==> config.mk <==
export PLATFORM = sky130hd
export DESIGN_NAME = aes128_round_ctrl_flat
export DESIGN_NICKNAME = d
export VERILOG_FILES = /design/src/rtl/aes128_round_ctrl_pkg.sv /design/src/rtl/aes128_round_ctrl_if.sv /design/src/rtl/aes128_round_ctrl_rcon.sv /design/src/rtl/aes128_round_ctrl.sv /design/src/flat_wrapper.sv
export SDC_FILE = /design/constraint.sdc
export NUM_CORES = 1
export LEC_CHECK = 0
export ABC_AREA = 1
export BUFFER_PORTS_ARGS = -buffer_cell sky130_fd_sc_hd__buf_2
export CAP_MARGIN = 20
export CORE_ASPECT_RATIO = 0.5
export CORE_MARGIN = 3
export CORE_UTILIZATION = 30
export CTS_CLUSTER_SIZE = 28
export DETAILED_ROUTE_END_ITERATION = 10
export PLACE_DENSITY = 0.56
export SLEW_MARGIN = 20
export SYNTH_ARGS = -nofsm -noshare
export SYNTH_HDL_FRONTEND = slang
export SYNTH_SLANG_ARGS = --single-unit
==> constraint.sdc <==
create_clock -name CLK -period 3.5 [get_ports CLK]
set_input_delay 0.525 -clock CLK [delete_from_list [all_inputs] [get_ports CLK]]
set_output_delay 0.525 -clock CLK [all_outputs]
set_load 0.05 [all_outputs]
==> src/rtl/aes128_round_ctrl_pkg.sv <==
// Shared state encoding, constants and the GF(2^8) doubling helper
// used by the AES-128 round sequencing controller.
package aes128_ctrl_pkg;

  typedef enum logic [1:0] {
    IDLE,
    LOAD,
    ROUND,
    DONE
  } ctrl_state_e;

  localparam int         AES128_NR = 10;
  localparam logic [7:0] RCON_INIT = 8'h01;

  function automatic logic [7:0] xtime(input logic [7:0] x);
    return {x[6:0], 1'b0} ^ (x[7] ? 8'h1B : 8'h00);
  endfunction

endpackage

==> src/rtl/aes128_round_ctrl_if.sv <==
// Host handshake and datapath strobe bundle for the AES-128
// round controller; master is the controller side.
interface aes128_round_ctrl_if;
  import aes128_ctrl_pkg::*;

  logic       in_valid;
  logic       in_ready;
  logic       out_valid;
  logic       out_ready;
  logic       abort;
  logic       dp_load;
  logic       dp_round_en;
  logic       dp_key_en;
  logic       dp_final;
  logic [7:0] rcon;
  logic [3:0] round_idx;
  logic       busy;

  modport master (
    input  in_valid,
    input  out_ready,
    input  abort,
    output in_ready,
    output out_valid,
    output dp_load,
    output dp_round_en,
    output dp_key_en,
    output dp_final,
    output rcon,
    output round_idx,
    output busy
  );

  modport slave (
    output in_valid,
    output out_ready,
    output abort,
    input  in_ready,
    input  out_valid,
    input  dp_load,
    input  dp_round_en,
    input  dp_key_en,
    input  dp_final,
    input  rcon,
    input  round_idx,
    input  busy
  );

endinterface

==> src/rtl/aes128_round_ctrl_rcon.sv <==
// Round-constant register: reloads the initial constant or
// advances by one GF(2^8) doubling per key-expansion step.
module aes128_rcon_gen
  import aes128_ctrl_pkg::*;
(
  input  logic       CLK,
  input  logic       RST,
  input  logic       init,
  input  logic       step,
  output logic [7:0] rcon
);

  // init wins so a cancelled block always restarts from 01
  always_ff @(posedge CLK or posedge RST) begin
    if (RST) begin
      rcon <= RCON_INIT;
    end else if (init) begin
      rcon <= RCON_INIT;
    end else if (step) begin
      rcon <= xtime(rcon);
    end
  end

endmodule

==> src/rtl/aes128_round_ctrl.sv <==
// Iterative AES-128 sequencer: accepts a block, strobes load and
// per-round commits into the datapath, then holds the result.
module aes128_round_ctrl
  import aes128_ctrl_pkg::*;
#(
  parameter int NR        = AES128_NR,
  parameter int ROUND_CYC = 1
) (
  input  logic                CLK,
  input  logic                RST,
  aes128_round_ctrl_if.master bus
);

  localparam logic [3:0] NR_L     = 4'(NR);
  localparam logic [1:0] SUB_LAST = 2'(ROUND_CYC - 1);

  ctrl_state_e state_q;
  ctrl_state_e state_d;
  logic [3:0]  round_q;
  logic [3:0]  round_d;
  logic [1:0]  sub_q;
  logic [1:0]  sub_d;
  logic        last;
  logic        commit;
  logic        rcon_init;
  logic        rcon_step;

  assign last   = (round_q == NR_L);
  assign commit = (state_q == ROUND) && (sub_q == SUB_LAST);

  always_ff @(posedge CLK or posedge RST) begin
    if (RST) begin
      state_q <= IDLE;
      round_q <= '0;
      sub_q   <= '0;
    end else begin
      state_q <= state_d;
      round_q <= round_d;
      sub_q   <= sub_d;
    end
  end

  always_comb begin
    state_d = state_q;
    round_d = round_q;
    sub_d   = '0;
    unique case (state_q)
      IDLE: begin
        if (bus.in_valid) begin
          state_d = LOAD;
        end
      end
      LOAD: begin
        if (bus.abort) begin
          state_d = IDLE;
          round_d = '0;
        end else begin
          state_d = ROUND;
          round_d = 4'd1;
        end
      end
      ROUND: begin
        sub_d = commit ? 2'd0 : sub_q + 2'd1;
        if (commit && !last) begin
          round_d = round_q + 4'd1;
        end
        if (commit && last) begin
          state_d = DONE;
        end
        // a commit in the abort cycle still fires; only the
        // bookkeeping is dropped
        if (bus.abort) begin
          state_d = IDLE;
          round_d = '0;
          sub_d   = '0;
        end
      end
      DONE: begin
        if (bus.out_ready) begin
          state_d = IDLE;
          round_d = '0;
        end
      end
      default: begin
        state_d = IDLE;
        round_d = '0;
      end
    endcase
  end

  assign rcon_init = (state_d == IDLE) || (state_q == LOAD);
  assign rcon_step = commit && !last;

  aes128_rcon_gen u_rcon (
    .CLK  (CLK),
    .RST  (RST),
    .init (rcon_init),
    .step (rcon_step),
    .rcon (bus.rcon)
  );

  assign bus.in_ready    = (state_q == IDLE);
  assign bus.out_valid   = (state_q == DONE);
  assign bus.busy        = (state_q != IDLE);
  assign bus.dp_load     = (state_q == LOAD);
  assign bus.dp_round_en = commit;
  assign bus.dp_key_en   = commit;
  assign bus.dp_final    = (state_q == ROUND) && last;
  assign bus.round_idx   = round_q;

endmodule

==> src/flat_wrapper.sv <==
// flat-port wrapper written by rule: the top's interface ports become plain ports
module aes128_round_ctrl_flat import aes128_ctrl_pkg::*;
#(
  parameter int NR        = AES128_NR,
  parameter int ROUND_CYC = 1
)
  (CLK, RST, bus_in_valid, bus_out_ready, bus_abort, bus_in_ready, bus_out_valid, bus_dp_load, bus_dp_round_en, bus_dp_key_en, bus_dp_final, bus_rcon, bus_round_idx, bus_busy);
  aes128_round_ctrl_if bus_i ();
  input  logic CLK;
  input  logic RST;
  input wire logic [$bits(bus_i.in_valid)-1:0] bus_in_valid;
  input wire logic [$bits(bus_i.out_ready)-1:0] bus_out_ready;
  input wire logic [$bits(bus_i.abort)-1:0] bus_abort;
  output wire logic [$bits(bus_i.in_ready)-1:0] bus_in_ready;
  output wire logic [$bits(bus_i.out_valid)-1:0] bus_out_valid;
  output wire logic [$bits(bus_i.dp_load)-1:0] bus_dp_load;
  output wire logic [$bits(bus_i.dp_round_en)-1:0] bus_dp_round_en;
  output wire logic [$bits(bus_i.dp_key_en)-1:0] bus_dp_key_en;
  output wire logic [$bits(bus_i.dp_final)-1:0] bus_dp_final;
  output wire logic [$bits(bus_i.rcon)-1:0] bus_rcon;
  output wire logic [$bits(bus_i.round_idx)-1:0] bus_round_idx;
  output wire logic [$bits(bus_i.busy)-1:0] bus_busy;
  assign bus_i.in_valid = bus_in_valid;
  assign bus_i.out_ready = bus_out_ready;
  assign bus_i.abort = bus_abort;
  assign bus_in_ready = bus_i.in_ready;
  assign bus_out_valid = bus_i.out_valid;
  assign bus_dp_load = bus_i.dp_load;
  assign bus_dp_round_en = bus_i.dp_round_en;
  assign bus_dp_key_en = bus_i.dp_key_en;
  assign bus_dp_final = bus_i.dp_final;
  assign bus_rcon = bus_i.rcon;
  assign bus_round_idx = bus_i.round_idx;
  assign bus_busy = bus_i.busy;
  aes128_round_ctrl #(.NR(NR), .ROUND_CYC(ROUND_CYC)) u_core (.CLK(CLK), .RST(RST), .bus(bus_i));
endmodule
==> results.py <==
metrics = {
    "global_route": {
        "grt_pass1_vias": 675,
        "grt_first_pass_wirelength_um": 3220,
        "antenna_found_initial": 0,
        "grt_max_degree": 17,
        "grt.overflow.total": 0,
        "track_usage": 0.116,
    },
    "pwr": {
        "p_leak_nw": 0.609,
        "comb_power_share": 0.534,
        "pwr-share-clk": 0.187,
        "p_seq_frac": 0.280,
        "ir_worst_vdd_uv": 258,
        "p_int_uw": 429,
        "p_per_area_mw_per_mm2": 839,
        "power_switching_uw": 477,
        "p_sw_frac": 0.526,
    },
    "floorplanning": {
        "die_y_um": 44.3,
        "rows": 13,
        "fp.coreArea_sq_mm": 0.00270,
        "dieArea_sq_mm": 0.00367,
        "die_w_um": 82.7,
        "pin_count": 24,
        "start_util": 0.327,
    },
    "cts": {
        "cts_buffers": 3,
        "clk_pin_slew_ns": 0.07,
        "clk_latency_ns": 0.25,
        "cts_resized": 0,
        "post_cts_buffers": 0,
        "clock-sinks": 16,
        "ctsHoldBuffers": 0,
        "clock-root-buffer": "clkbuf_8",
        "cts_buffer_depth": 2,
        "cts_tree": "built",
        "h-tree-depth": 1,
    },
    "sta": {
        "setup-tns-final_ns": 0,
        "max_freq_mhz": 499,
        "maxSlewViolCount": 0,
        "fin_crit_ns": 2.00,
        "setup_viol": 0,
        "hold_slack_ns": 0.340,
        "fin_skew_ns": 0.00385,
        "setup_ws_ns": 1.50,
        "worst_pin_slew_ns": 0.635,
        "hold_viol_final": 0,
        "rsz0062_at_grt": "false",
        "period_share": 0.573,
        "slew-limit-headroom": 0.576,
    },
    "yosys": {
        "syn_area_sq_um": 882,
        "netlist_instances": 115,
        "synth_cell_type_count": 21,
        "yosysSeqAreaShare": 0.455,
        "yosys.area.top_type": "dfrtp_1",
        "synth.area.top_cells": "dfrtp_1, nand2_1, inv_1",
        "yosys_warnings": 0,
        "syn_nets": 123,
        "ys_ff_latch": 16,
        "yosysTopAreaCellShare": 0.426,
        "syn_avg_cell_area_sq_um": 7.67,
    },
    "drt": {
        "wl_um": 1850,
        "ant_nets": 0,
        "vias": 745,
        "drtIter0Drc": 35,
        "drcViolationCount": 0,
        "vias_per_cell": 4.21,
        "wl_per_cell_um": 10.5,
        "drtPass1Iterations": 4,
    },
    "cells_and_area": {
        "final_cell_mix": "nand2_1, inv_1, buf_2, dfrtp_1, nor2_1",
        "fin_area_sq_mm": 0.00108,
        "diodes": 0,
        "nNetsFinal": 149,
        "drive_gt1_frac": 0.250,
        "multi_input_area_sq_um": 364,
        "final_common_cell": "nand2_1",
        "seqCellArea_sq_um": 402,
        "nFillCells": 285,
        "area_growth_pct": 22.4,
    },
    "worst_hold_path": {
        "min_path_type": "input pin to async pin",
    },
    "placement": {
        "gp_congestion": 0.818,
        "port_buffers": 23,
        "pre_cts_slack_ns": 1.75,
        "placed_cell_area_sq_mm": 0.00102,
        "dp_hpwl_um": 1410,
    },
    "setup_path": {
        "worstPathRequired_ns": 2.97,
        "cp-start-kind": "flip-flop",
        "regToRegSetupSlack_ns": 1.97,
        "crit_chain": "inv_1 -> ha_1 -> nand3_1 -> nor2_1 -> buf_2",
        "crit_path_top_delay_cell": "dfrtp_1",
        "crit_fanout": 4,
        "crit_type": "flip-flop to output pin",
        "endpoint_kind": "output pin",
        "critPathMaxStageDelay_ns": 0.41,
        "cp.arrival_ns": 1.48,
    },
    "run": {
        "cap_violations": 0,
    },
    "status": {
        "status": "completed",
    },
}
area by class of cell:
type	count	area share
well taps	37	0.0429
flip-flops and latches	16	0.372
inverters	26	0.0904
repair buffers	23	0.107
multi-input cells	71	0.337
clock buffers	4	0.0510
power groups by stage:
stage	clock, mW	combinational (mW)	sequential [mW]
finish	0.169	0.483	0.254
detailed placement	0	0.489	0.258
CTS	0.174	0.490	0.255
floorplan	0	0.313	0.345
global placement	0	0.491	0.254
global route	0.185	0.530	0.259
flip-flops by register name, indices dropped and copies added, names as in the netlist:
signal / cells
u_core.u_rcon.rcon: 8
u_core.bus.round_idx: 4
u_core.state_q: 2
u_core.sub_q: 2
routing by layer:
metal,global-route usage,part of all wire,wire [um],up-vias
li1,-,-,-,396
met1,0.167,0.51,943,336
met2,0.170,0.44,819,11
met3,0.0366,0.042,77,2
met4,0.0293,0.0059,11,0
met5,0,0,0,-
worst max-delay path, delay by kind of cell, from the launching register on:
kind                       cells  cell delay (ns)
and+or+nand+nor                2             0.25
DFF                            1             0.41
adders and majority gates      1             0.17
buffers and inverters          2             0.38
final timing paths:
kind	from	to	cells after the start
max	u_core.bus.round_idx[0]	bus_dp_final	5
min	RST	u_core.state_q[0]	2
max reg2reg	u_core.bus.round_idx[0]	u_core.u_rcon.rcon[4]	8
min reg2reg	u_core.sub_q[0]	u_core.sub_q[0]	1
max in group asynchronous	RST	u_core.u_rcon.rcon[5]	2
min in group CLK	u_core.sub_q[0]	u_core.sub_q[0]	1
cells in the mapped netlist:
cell type  instances
nand2_2            1
inv_2              2
xor2_1             2
o211ai_1           1
nor2_1            12
xnor2_1            1
buf_4              1
ha_1               3
buf_6              1
nor2_4             1
nand3_1            7
nor3_1             3
nand4_1            1
nand2_1           28
dfrtp_1           15
o21ai_0            7
inv_1             24
o21ai_2            2
a21oi_1            1
nand2_4            1
dfstp_2            1
per-stage QoR:
step                total power, mW  std cells   util
finish                        0.906        177  0.400
global route                  0.975        177  0.400
CTS                           0.919        177  0.400
detailed placement            0.747        173  0.380
global placement              0.745        173  0.380
floorplan                     0.658        115      -
logic make-up (layout without fill, tap and decap cells):
family	after synthesis	in the layout	share of synthesized area
flops	16	16	0.455
xor+xnor	3	3	0.0298
simple gates	54	54	0.267
compound gates	11	11	0.0738
fa+ha+maj	3	3	0.0426
buf+inv	28	53	0.132
Power figures use the tool's default switching activity.
